[src/rtl/tile_scheduler.sv]
// Tile scheduler: walks K tiles (outer), pixel chunks (middle) and D tiles (inner)
// of one conv layer and presents each tile as a valid/ready command.
module tile_scheduler #(
    parameter int PIX_W = 14
) (
    input  logic             clk,
    input  logic             rst_n,
    input  logic             start_i,
    input  logic             abort_i,
    input  logic [10:0]      in_D_i,
    input  logic [10:0]      out_K_i,
    input  logic [6:0]       tile_D_i,
    input  logic [6:0]       tile_K_i,
    input  logic [31:0]      tile_n_i,
    input  logic [6:0]       out_R_i,
    input  logic [6:0]       out_C_i,
    output logic             cmd_valid_o,
    input  logic             cmd_ready_i,
    output logic [10:0]      k_base_o,
    output logic [6:0]       k_len_o,
    output logic [10:0]      d_base_o,
    output logic [6:0]       d_len_o,
    output logic [PIX_W-1:0] pix_base_o,
    output logic [PIX_W-1:0] pix_len_o,
    output logic             first_d_o,
    output logic             last_d_o,
    output logic             busy_o,
    output logic             done_o,
    output logic             err_o
);

    typedef enum logic [1:0] {
        IDLE  = 2'd0,
        SETUP = 2'd1,
        ISSUE = 2'd2,
        DONE  = 2'd3
    } state_t;

    state_t           state_r;
    logic [10:0]      in_d_r;
    logic [10:0]      out_k_r;
    logic [6:0]       tile_d_r;
    logic [6:0]       tile_k_r;
    logic [PIX_W-1:0] p_r;
    logic [PIX_W-1:0] chunk_r;

    logic [PIX_W-1:0] p_calc_s;
    logic [PIX_W-1:0] chunk_calc_s;
    logic             cfg_zero_s;
    logic [10:0]      cfg_in_d_s;
    logic [10:0]      cfg_out_k_s;
    logic [6:0]       cfg_tile_d_s;
    logic [6:0]       cfg_tile_k_s;
    logic [PIX_W-1:0] cfg_p_s;
    logic [PIX_W-1:0] cfg_chunk_s;
    logic [11:0]      d_sum_s;
    logic [11:0]      k_sum_s;
    logic [PIX_W:0]   pix_sum_s;
    logic             wrap_d_s;
    logic             wrap_pix_s;
    logic             wrap_k_s;
    logic             last_cmd_s;
    logic [10:0]      nxt_d_base_s;
    logic [10:0]      nxt_k_base_s;
    logic [PIX_W-1:0] nxt_pix_base_s;
    logic [10:0]      d_rem_s;
    logic [10:0]      k_rem_s;
    logic [PIX_W-1:0] pix_rem_s;
    logic [6:0]       nxt_d_len_s;
    logic [6:0]       nxt_k_len_s;
    logic [PIX_W-1:0] nxt_pix_len_s;
    logic             nxt_first_s;
    logic             nxt_last_s;
    logic             load_cmd_s;

    // Layer geometry from the raw inputs, used only while in SETUP
    always_comb begin
        p_calc_s = PIX_W'(out_R_i) * PIX_W'(out_C_i);
        if (tile_n_i < 32'(p_calc_s)) begin
            chunk_calc_s = PIX_W'(tile_n_i);
        end else begin
            chunk_calc_s = p_calc_s;
        end
        cfg_zero_s = (in_D_i == 11'd0) || (out_K_i == 11'd0) || (tile_D_i == 7'd0) ||
                     (tile_K_i == 7'd0) || (out_R_i == 7'd0) || (out_C_i == 7'd0) ||
                     (tile_n_i == 32'd0);
    end

    // Next command: in SETUP the first tile from the inputs, in ISSUE the successor
    // of the command currently presented, using 12-bit sums so bases never wrap
    always_comb begin
        cfg_in_d_s   = in_d_r;
        cfg_out_k_s  = out_k_r;
        cfg_tile_d_s = tile_d_r;
        cfg_tile_k_s = tile_k_r;
        cfg_p_s      = p_r;
        cfg_chunk_s  = chunk_r;
        d_sum_s      = {1'b0, d_base_o} + {5'd0, d_len_o};
        k_sum_s      = {1'b0, k_base_o} + {5'd0, k_len_o};
        pix_sum_s    = {1'b0, pix_base_o} + {1'b0, pix_len_o};
        wrap_d_s     = (d_sum_s >= {1'b0, in_d_r});
        wrap_pix_s   = (pix_sum_s >= {1'b0, p_r});
        wrap_k_s     = (k_sum_s >= {1'b0, out_k_r});
        last_cmd_s   = wrap_d_s && wrap_pix_s && wrap_k_s;
        if (state_r == SETUP) begin
            cfg_in_d_s     = in_D_i;
            cfg_out_k_s    = out_K_i;
            cfg_tile_d_s   = tile_D_i;
            cfg_tile_k_s   = tile_K_i;
            cfg_p_s        = p_calc_s;
            cfg_chunk_s    = chunk_calc_s;
            nxt_d_base_s   = 11'd0;
            nxt_pix_base_s = {PIX_W{1'b0}};
            nxt_k_base_s   = 11'd0;
        end else begin
            nxt_d_base_s = wrap_d_s ? 11'd0 : d_sum_s[10:0];
            if (wrap_d_s) begin
                nxt_pix_base_s = wrap_pix_s ? {PIX_W{1'b0}} : pix_sum_s[PIX_W-1:0];
            end else begin
                nxt_pix_base_s = pix_base_o;
            end
            nxt_k_base_s = (wrap_d_s && wrap_pix_s) ? k_sum_s[10:0] : k_base_o;
        end
        d_rem_s   = cfg_in_d_s - nxt_d_base_s;
        k_rem_s   = cfg_out_k_s - nxt_k_base_s;
        pix_rem_s = cfg_p_s - nxt_pix_base_s;
        if ({4'd0, cfg_tile_d_s} <= d_rem_s) begin
            nxt_d_len_s = cfg_tile_d_s;
        end else begin
            nxt_d_len_s = d_rem_s[6:0];
        end
        if ({4'd0, cfg_tile_k_s} <= k_rem_s) begin
            nxt_k_len_s = cfg_tile_k_s;
        end else begin
            nxt_k_len_s = k_rem_s[6:0];
        end
        if (cfg_chunk_s <= pix_rem_s) begin
            nxt_pix_len_s = cfg_chunk_s;
        end else begin
            nxt_pix_len_s = pix_rem_s;
        end
        nxt_first_s = (nxt_d_base_s == 11'd0);
        nxt_last_s  = (({1'b0, nxt_d_base_s} + {5'd0, nxt_d_len_s}) == {1'b0, cfg_in_d_s});
        if (state_r == SETUP) begin
            load_cmd_s = !abort_i && !cfg_zero_s;
        end else if (state_r == ISSUE) begin
            load_cmd_s = !abort_i && cmd_valid_o && cmd_ready_i && !last_cmd_s;
        end else begin
            load_cmd_s = 1'b0;
        end
    end

    // Command field registers; held stable until a transfer loads the successor
    always_ff @(posedge clk or negedge rst_n) begin
        if (!rst_n) begin
            k_base_o   <= 11'd0;
            k_len_o    <= 7'd0;
            d_base_o   <= 11'd0;
            d_len_o    <= 7'd0;
            pix_base_o <= {PIX_W{1'b0}};
            pix_len_o  <= {PIX_W{1'b0}};
            first_d_o  <= 1'b0;
            last_d_o   <= 1'b0;
        end else if (load_cmd_s) begin
            k_base_o   <= nxt_k_base_s;
            k_len_o    <= nxt_k_len_s;
            d_base_o   <= nxt_d_base_s;
            d_len_o    <= nxt_d_len_s;
            pix_base_o <= nxt_pix_base_s;
            pix_len_o  <= nxt_pix_len_s;
            first_d_o  <= nxt_first_s;
            last_d_o   <= nxt_last_s;
        end else begin
            k_base_o   <= k_base_o;
            k_len_o    <= k_len_o;
            d_base_o   <= d_base_o;
            d_len_o    <= d_len_o;
            pix_base_o <= pix_base_o;
            pix_len_o  <= pix_len_o;
            first_d_o  <= first_d_o;
            last_d_o   <= last_d_o;
        end
    end

    // Control FSM with registered status outputs and latched layer config
    always_ff @(posedge clk or negedge rst_n) begin
        if (!rst_n) begin
            state_r     <= IDLE;
            cmd_valid_o <= 1'b0;
            busy_o      <= 1'b0;
            done_o      <= 1'b0;
            err_o       <= 1'b0;
            in_d_r      <= 11'd0;
            out_k_r     <= 11'd0;
            tile_d_r    <= 7'd0;
            tile_k_r    <= 7'd0;
            p_r         <= {PIX_W{1'b0}};
            chunk_r     <= {PIX_W{1'b0}};
        end else begin
            case (state_r)
                IDLE: begin
                    cmd_valid_o <= 1'b0;
                    done_o      <= 1'b0;
                    if (start_i) begin
                        state_r <= SETUP;
                        busy_o  <= 1'b1;
                    end else begin
                        state_r <= IDLE;
                        busy_o  <= 1'b0;
                    end
                end
                SETUP: begin
                    in_d_r   <= in_D_i;
                    out_k_r  <= out_K_i;
                    tile_d_r <= tile_D_i;
                    tile_k_r <= tile_K_i;
                    p_r      <= p_calc_s;
                    chunk_r  <= chunk_calc_s;
                    if (abort_i) begin
                        state_r <= DONE;
                        done_o  <= 1'b1;
                    end else if (cfg_zero_s) begin
                        state_r <= DONE;
                        done_o  <= 1'b1;
                        err_o   <= 1'b1;
                    end else begin
                        state_r     <= ISSUE;
                        cmd_valid_o <= 1'b1;
                        err_o       <= 1'b0;
                    end
                end
                ISSUE: begin
                    // abort wins even when a handshake completes on the same edge
                    if (abort_i || (cmd_valid_o && cmd_ready_i && last_cmd_s)) begin
                        state_r     <= DONE;
                        cmd_valid_o <= 1'b0;
                        done_o      <= 1'b1;
                    end else begin
                        state_r     <= ISSUE;
                        cmd_valid_o <= 1'b1;
                    end
                end
                DONE: begin
                    state_r     <= IDLE;
                    cmd_valid_o <= 1'b0;
                    done_o      <= 1'b0;
                    busy_o      <= 1'b0;
                end
                default: begin
                    state_r     <= IDLE;
                    cmd_valid_o <= 1'b0;
                    done_o      <= 1'b0;
                    busy_o      <= 1'b0;
                end
            endcase
        end
    end

endmodule

[config.mk]
export PLATFORM = sky130hd
export DESIGN_NAME = tile_scheduler
export DESIGN_NICKNAME = d
export VERILOG_FILES = /design/src/rtl/tile_scheduler.sv
export SDC_FILE = /design/constraint.sdc
export NUM_CORES = 1
export LEC_CHECK = 0
export ABC_CLOCK_PERIOD_IN_PS = 9700
export CAP_MARGIN = 20
export CORE_ASPECT_RATIO = 1.1
export CORE_UTILIZATION = 40
export CTS_CLUSTER_SIZE = 16
export DETAILED_ROUTE_END_ITERATION = 12
export SYNTH_ARGS = -nofsm -noshare
export SYNTH_HDL_FRONTEND = slang
export SYNTH_SLANG_ARGS = --single-unit
[constraint.sdc]
create_clock -name clk -period 9.7 [get_ports clk]
set_input_delay 1.94 -clock clk [delete_from_list [all_inputs] [get_ports clk]]
set_output_delay 1.94 -clock clk [all_outputs]
set_load 0.02 [all_outputs]
==> metrics.txt <==
CTS Buf Count=17; DRT antenna net count=0; RR Endpoint=last_d_o$_DFFE_PN0P_; YS warnings=0; number of global-route vias before repair=11776; syn_area_per_cell=8.76 µm²; area occupied by multi-input gates=8850 µm²; setup repair bufs after CTS=0; die area=~33000 µm²; mean number of vias per cell=5.50; worst rel slew slack=44.6%; share of cells above drive strength 1=8.20%; Yosys reg bits=136; grt total ovfl=0; Syn Nets=1776; commonest cells in the netlist=ha_1, nand2_1, inv_1, dfrtp_1, a21oi_1; final net count=1958; crit path from=out_R_i[2]; Initial Utilization=between 40% and 50%; Die H=191 µm; Arr. time, crit path=9.55 ns; via count=11509; status=finished, final reports clean; routed length per placed instance=roughly 18 µm; Slew Limit Fails=0; Most common cell on crit path=fa_1; max_cap viols=0; Synth Flop Type=dfrtp_1; CTS tree=yes; Top-Level Pins=157; Worst path max stage delay=~0.60 ns; ANT cells=0; # hold bufs at CTS=0; sequential-to-total area share from yosys stat=between 20% and 30%; Crit Path Category=in2reg; CTS H-tree lvls=4; pin count of the biggest net entering global routing=85; clock slew at reported path FFs=0.06 ns; FFs w/ async S/R, synth=100%; Synth area leaders=dfrtp_1, ha_1, fa_1; Worst Tran Pin Value=0.831 ns; final wirelength=between 30 and 40 mm; antenna violations before repair=0; first-pass GRT wire length=just over 60 mm; area grow syn2layout=22.6%; Reg2Reg Launch Point=d_base_o[0]$_DFFE_PN0P_; detailed-placement wirelength estimate=30.9 mm; Max Clock Skew=0.0120 ns; Core Box Area=31600 µm²; Place WS=0.0339 ns; fillers=2981; post-synth cell types=79; row cnt=68; post-cts sizing count=0; dominant cell type by area after synthesis=dfrtp_1; number of synthesized flops with an enable pin=0; WP data required=10.06 ns; CP Capture Point=pix_len_o[0]$_DFFE_PN0P_; crit end category=flip-flop; clock latency on the worst-skew pair=0.44 ns; final worst path period need=9.19 ns; Worst Path Max Fanout=15; Setup Viol. Count Final=0; worst hold path class=reg2reg; cells on worst reg2reg path=38; CTS Buffer Depth=2; register area=approximately 3400 µm²; Sink Count=~140; Worst Setup Start Kind=primary input; RSZ-0062 raised after global routing=no; Clock Tree Root=clkbuf_16; Die X-Extent=173 µm; top cell type's share of synthesized area=between 20% and 30%; port bufs=156; Fin. Hold Viols=0; r2r setup slk=0.65 ns; drc violations=0; Syn Inst Count=1476; drt initial violations=approximately 540; RePlAce Congestion=a little over 0.9; Syn Std Cell Area=12900 µm²; period utilization=a little over nine tenths; setup ws final=0.508 ns; count leader, synth=ha_1; gr usage total=23.7%; TNS Setup=0 ns; slowest stage cell, crit path=clkdlybuf4s50_1; DR pass1 iterations=7; maximum clock rate=109 MHz
-- per-layer routing --
| metal | up-vias | wire length (µm) | track usage, % |
|---|---|---|---|
| li1 | 5619 | - | - |
| met1 | 5567 | 16500 | 28.5 |
| met2 | 270 | 19000 | 42.5 |
| met3 | 53 | 1690 | 3.85 |
| met4 | 0 | 1010 | 8.27 |
| met5 | - | 0 | 0 |
-- stage by stage --
| stage | std cells | utilization (%) | area, µm² | hold slack [ns] |
|---|---|---|---|---|
| final | 2091 | 50.2 | 15900 | 0.517 |
| after global routing | 2091 | 50.2 | 15900 | 0.540 |
| after CTS | 2090 | 50.2 | 15800 | 0.517 |
| after detailed placement | 2058 | 48.2 | 15200 | 0.501 |
| after global placement | 2057 | 48.2 | 15200 | 0.495 |
| after floorplan | 1476 | - | 12900 | 0.465 |
-- worst max-delay path: cells and delay by family --
family,cells,cell delay [ns]
xor gates and xnor gates,1,0.18
buffers and inverters,6,1.26
adders and majority gates,7,3.00
muxes,3,0.72
AOI/OAI and AO/OA,8,1.44
and+or+nand+nor,5,1.00
-- cell type report --
class,count,share of cell area [%]
clock buffers,19,2.79
clock inverters,13,1.06
inverters,144,3.41
multi-input cells,1160,55.8
flip-flops and latches,136,21.5
well taps,420,3.31
repair buffers,199,12.1
-- state kept, by name, summed over array words and instances (netlist names), 2 cells and up --
name / cells
d_base_o: 11
pix_base_o: 14
tile_d_r: 7
pix_len_o: 14
tile_k_r: 7
k_base_o: 11
state_r: 2
out_k_r: 11
k_len_o: 7
p_r: 14
in_d_r: 11
chunk_r: 14
d_len_o: 7
-- kinds of logic after synthesis --
| family | count (synthesis) | synth area share [%] |
|---|---|---|
| buffers and inverters | 180 | 5.44 |
| AOI/OAI and AO/OA | 369 | 18.0 |
| and+or+nand+nor | 427 | 16.0 |
| adders and majority gates | 213 | 22.4 |
| xor gates and xnor gates | 74 | 5.49 |
| DFF | 136 | 26.3 |
| muxes | 77 | 6.31 |
-- worst min path at each step --
stage | start | to | cells past startpoint
3_5_place_dp | tile_d_r[0]$_DFF_PN0_ | tile_d_r[0]$_DFF_PN0_ | 2
2_1_floorplan | tile_k_r[4]$_DFF_PN0_ | tile_k_r[4]$_DFF_PN0_ | 2
4_1_cts | tile_d_r[0]$_DFF_PN0_ | tile_d_r[0]$_DFF_PN0_ | 2
5_1_grt | tile_d_r[4]$_DFF_PN0_ | tile_d_r[4]$_DFF_PN0_ | 1
3_3_place_gp | tile_k_r[0]$_DFF_PN0_ | tile_k_r[0]$_DFF_PN0_ | 2
6_report | tile_d_r[0]$_DFF_PN0_ | tile_d_r[0]$_DFF_PN0_ | 2
-- layout by cell type, fill, tap and decap left out, types with 7 or more instances in the layout --
cell / netlist / routed
ha_1: 182 / 181
nand2_1: 158 / 157
clkdlybuf4s50_1: 0 / 155
inv_1: 144 / 144
dfrtp_1: 136 / 136
a21oi_1: 107 / 107
o21ai_0: 106 / 106
nor2_1: 77 / 77
xnor2_1: 49 / 49
mux2i_1: 44 / 44
buf_4: 2 / 40
nand3_1: 32 / 32
mux2_2: 32 / 32
fa_1: 31 / 31
nor3_1: 26 / 25
nor4_1: 23 / 23
and2_1: 24 / 23
xor2_1: 20 / 20
a21o_1: 19 / 19
nand2b_1: 18 / 18
nor2b_1: 17 / 17
clkbuf_16: 0 / 17
a31oi_1: 16 / 16
a22oi_1: 13 / 13
o211ai_1: 11 / 11
o21bai_1: 11 / 11
o21a_1: 10 / 10
a211oi_1: 9 / 9
nand4_1: 9 / 9
and3_1: 9 / 9
or4_1: 9 / 9
o2111ai_1: 8 / 8
or3_1: 7 / 7
Power is left out: the tool's default activity adds up to more than one toggle a clock period on the data nets, which glitch-free logic cannot reach.
==> variant 1, RTL diff (same flow settings) <==
The 4 states of `state_t` get a one-hot encoding in 4 bits.
--- a/src/rtl/tile_scheduler.sv
+++ b/src/rtl/tile_scheduler.sv
@@ -29,11 +29,11 @@
     output logic             err_o
 );
 
-    typedef enum logic [1:0] {
-        IDLE  = 2'd0,
-        SETUP = 2'd1,
-        ISSUE = 2'd2,
-        DONE  = 2'd3
+    typedef enum logic [3:0] {
+        IDLE  = 4'b0001,
+        SETUP = 4'b0010,
+        ISSUE = 4'b0100,
+        DONE  = 4'b1000
     } state_t;
 
     state_t           state_r;
Formal check against the unedited RTL: no difference found for any inputs over 4 cycles, from zero or initial values and one cycle with rst_n low; so few cycles prove little.
==> variant 1 against the original RTL <==
Highest routed layer unchanged; cell count is 1.1% higher; worst setup slack better by 19 ps; cell area hardly changed; sequential cell count is 2 higher; wire length is 1.9% lower; area after synthesis hardly changed.
==> variant 1: results (changes against the original RTL) <==
{
  "status": {"value": "finished, final reports clean", "change": "unchanged"},
  "ys_seq_area_frac": {"value": 0.267, "change": "was 0.263"},
  "grt.total_usage": {"value": 0.230, "change": "was 0.237"},
  "worstRegToRegCells": {"value": 35, "change": "was 38"},
  "proportion_of_final_cell_area_spent_on_non_clock_buffers": {"value": 0.120, "change": "was 0.121"},
  "drt-total-wl": {"value": 37.4, "unit": "mm", "change": "was 38.2 mm"},
  "multi_input_gates": {"value": 1192, "change": "was 1160"},
  "wl_met2": {"value": 18.5, "unit": "mm", "change": "was 19.0 mm"},
  "route.layer.met1.wl": {"value": 16.9, "unit": "mm", "change": "was 16.5 mm"},
  "synth.net_count": {"value": 1800, "change": "was 1776"},
  "clock_buffer_count": {"value": 17, "change": "was 19"},
  "grt_pass1_vias": {"value": 11300, "change": "was 11800"},
  "synth_cell_types": {"value": 81, "change": "was 79"},
  "timing.final.ws_setup": {"value": 527, "unit": "ps", "change": "was 508 ps"},
  "grt_first_pass_wirelength": {"value": 60.1, "unit": "mm", "change": "was 61.3 mm"},
  "n_all_buffers": {"value": 200, "change": "was 199"},
  "post_synthesis_xor_xnor_area_fraction": {"value": 0.0520, "change": "was 0.0549"},
  "fillerInstances": {"value": 3057, "change": "was 2981"},
  "arrival_time_of_data_at_the_critical_path_endpoint": {"value": 9510, "unit": "ps", "change": "was 9550 ps"},
  "grt_max_degree": {"value": 84, "change": "was 85"},
  "gp_routability_congestion": {"value": 0.880, "change": "was 0.906"},
  "sinks_on_clock_net": {"value": 138, "change": "was 136"},
  "clock_skew": {"value": 18.6, "unit": "ps", "change": "was 12.0 ps"},
  "place_ws": {"value": -8.63, "unit": "ps", "change": "was 33.9 ps"},
  "min-delay-start": {"value": "err_o", "change": "was tile_d_r[0]"},
  "total_iterations_of_the_first_detailed_routing_run": {"value": 5, "change": "was 7"},
  "gr-usage-met3": {"value": 0.0235, "change": "was 0.0385"},
  "clock_network_area_share": {"value": 0.0386, "change": "was 0.0385"},
  "synth_cell_count_leaders": {"value": "ha_1 (178), nand2_1 (166), dfrtp_1 (137)", "change": "was ha_1 (182), nand2_1 (158), inv_1 (144)"},
  "stdcell_area": {"value": 15900, "unit": "µm²", "change": "about the same"},
  "multi_input_gate_area": {"value": 8870, "unit": "µm²", "change": "was 8850 µm²"},
  "hpwlAfterDp": {"value": 29.8, "unit": "mm", "change": "was 30.9 mm"}
}
## variant 1: changes by cell type after synthesis, sizes merged, moves of 8 or more
cell,before,now
clkbuf,17,27
a21o,19,29
o21ai,112,137
mux2,33,9
o21a,10,23
a21oi,109,76
mux2i,44,22
and2,24,40
a211oi,12,23
a311oi,3,12
inv,144,132
nand2,158,166
## variant 1: worst min-delay path by stage
stage / end / slack, ps / cells past startpoint
after floorplan: state_r[1] / 460 / 1
after detailed placement: tile_k_r[1] / 490 / 2
after global placement: err_o / 480 / 1
after global routing: err_o / 520 / 1
final: err_o / 500 / 1
after CTS: tile_k_r[1] / 500 / 2
## variant 1: timing repair
item	CTS	global route
endpoints found under the setup margin	0	6
buffers inserted	0	1
hold buffers	0	0
resized for setup	0	11
## variant 1: worst max-delay path, delay by kind of cell
family / cells / cell delay (ps)
AOI/OAI and AO/OA: 13 / 2370
buffers and inverters: 4 / 1000
xor gates and xnor gates: 1 / 180
and+or+nand+nor: 4 / 1000
adders and majority gates: 7 / 3020
==> variant 2, RTL diff (config.mk and constraints unchanged) <==
Without the edit above. The parameter `PIX_W` goes from 14 to 10.
--- a/src/rtl/tile_scheduler.sv
+++ b/src/rtl/tile_scheduler.sv
@@ -1,7 +1,7 @@
 // Tile scheduler: walks K tiles (outer), pixel chunks (middle) and D tiles (inner)
 // of one conv layer and presents each tile as a valid/ready command.
 module tile_scheduler #(
-    parameter int PIX_W = 14
+    parameter int PIX_W = 10
 ) (
     input  logic             clk,
     input  logic             rst_n,
Interface: changed (resized pix_base_o and pix_len_o); port bits go from 157 to 149. No check against the original RTL was run, so the function may have changed too.
==> variant 2 against the original RTL <==
Wire length down 18%; worst setup slack improved by 110 ps; sequential cell count is 16 lower; first-iteration DRC count decreased by 12%; area after synthesis fell by 16%; cell area down 16%; highest routed layer unchanged.
Power is not shown: default switching activity piles up to over one toggle a cycle in this logic, so the estimate is an artifact.
==> variant 2: results (changes against the original RTL) <==
{
  "status": {"value": "finished, final reports clean", "change": "unchanged"},
  "synth_cell_count_leaders": {"value": "ha_1 (148), nand2_1 (135), dfrtp_1 (120)", "change": "was ha_1 (182), nand2_1 (158), inv_1 (144)"},
  "global_route.usage.met2": {"value": 0.401, "change": "was 0.425"},
  "ys_seq_area_frac": {"value": 0.277, "change": "was 0.263"},
  "cp_top_family": {"value": "compound AO/OA/AOI/OAI gates", "change": "was adder cells"},
  "ys_seq_elements": {"value": 120, "change": "was 136"},
  "place_ws": {"value": 241, "unit": "ps", "change": "was 33.9 ps"},
  "fmaxAchievable": {"value": 110, "unit": "MHz", "change": "was 109 MHz"},
  "multi_input_gates": {"value": 966, "change": "was 1160"},
  "grt_pass1_vias": {"value": 9543, "change": "was 11800"},
  "avgViaCountPerCell": {"value": 5.34, "change": "was 5.50"},
  "finalNetCount": {"value": 1640, "change": "was 1958"},
  "syn_area": {"value": 10900, "unit": "µm²", "change": "was 12900 µm²"},
  "synthesis.area_per_instance": {"value": 8.83, "unit": "µm²", "change": "was 8.76 µm²"},
  "dpl-instance-area": {"value": 12800, "unit": "µm²", "change": "was 15200 µm²"},
  "gr-usage-met3": {"value": 0.0387, "change": "was 0.0385"},
  "synth-compound-area-share": {"value": 0.172, "change": "was 0.180"},
  "drt_iter0_drc": {"value": 474, "change": "was 541"},
  "fillerInstances": {"value": 2475, "change": "was 2981"},
  "synth.net_count": {"value": 1491, "change": "was 1776"},
  "worst_path_largest_cell_delay": {"value": 440, "unit": "ps", "change": "was 600 ps"},
  "arrival_time_of_data_at_the_critical_path_endpoint": {"value": 9440, "unit": "ps", "change": "was 9550 ps"},
  "synth.area.mux_share": {"value": 0.0574, "change": "was 0.0631"},
  "num_vias": {"value": 9313, "change": "was 11500"},
  "ys_top_cells_by_area": {"value": "dfrtp_1 (28%), ha_1 (17%), fa_1 (4.8%)", "change": "was dfrtp_1 (26%), ha_1 (18%), fa_1 (4.8%)"},
  "post_synthesis_xor_xnor_area_fraction": {"value": 0.0666, "change": "was 0.0549"},
  "port_buffers": {"value": 148, "change": "was 156"},
  "layout-area-overhead-vs-synth": {"value": 23.3, "unit": "%", "change": "was 22.6%"},
  "crit_path_max_fanout": {"value": 7, "change": "was 15"},
  "placed_cells_incl_taps": {"value": 1711, "change": "was 2058"},
  "grt_max_degree": {"value": 79, "change": "was 85"},
  "proportion_of_final_cell_area_spent_on_non_clock_buffers": {"value": 0.121, "change": "about the same"},
  "detailed_route_wire_length_per_cell": {"value": 17.9, "unit": "µm", "change": "was 18.2 µm"},
  "multi_input_gate_area": {"value": 7320, "unit": "µm²", "change": "was 8850 µm²"},
  "synth_cell_types": {"value": 76, "change": "was 79"},
  "hold_ws": {"value": 504, "unit": "ps", "change": "was 517 ps"},
  "reg2reg_setup_slack": {"value": 610, "unit": "ps", "change": "was 650 ps"}
}
-- variant 2: metal layers --
metal  vias up  part of all wire
met2       183              0.49
met3        39             0.038
met5         -                 0
met1      4479              0.45
li1       4612                 -
met4         0             0.020
-- variant 2: kinds of logic (layout without fill, tap and decap cells) --
family | after synthesis | after routing
buffers and inverters | 144 | 306
multiplexers | 59 | 59
AND/OR/NAND/NOR | 358 | 358
XOR/XNOR | 77 | 77
flip-flops | 120 | 120
AO/OA/AOI/OAI | 298 | 298
adder cells (fa/ha/maj) | 174 | 174
-- variant 2: path summary, 6_finish.rpt --
| path | startpoint | end | cells after the start |
|---|---|---|---|
| hold / removal | chunk_r[0] | chunk_r[0] | 2 |
| setup reg to reg | d_len_o[0] | last_d_o | 40 |
| min in group asynchronous | rst_n | tile_k_r[5] | 1 |
| max in group asynchronous | rst_n | pix_base_o[0] | 3 |
| hold reg to reg | chunk_r[0] | chunk_r[0] | 2 |
| setup / recovery | d_len_o[0] | last_d_o | 40 |
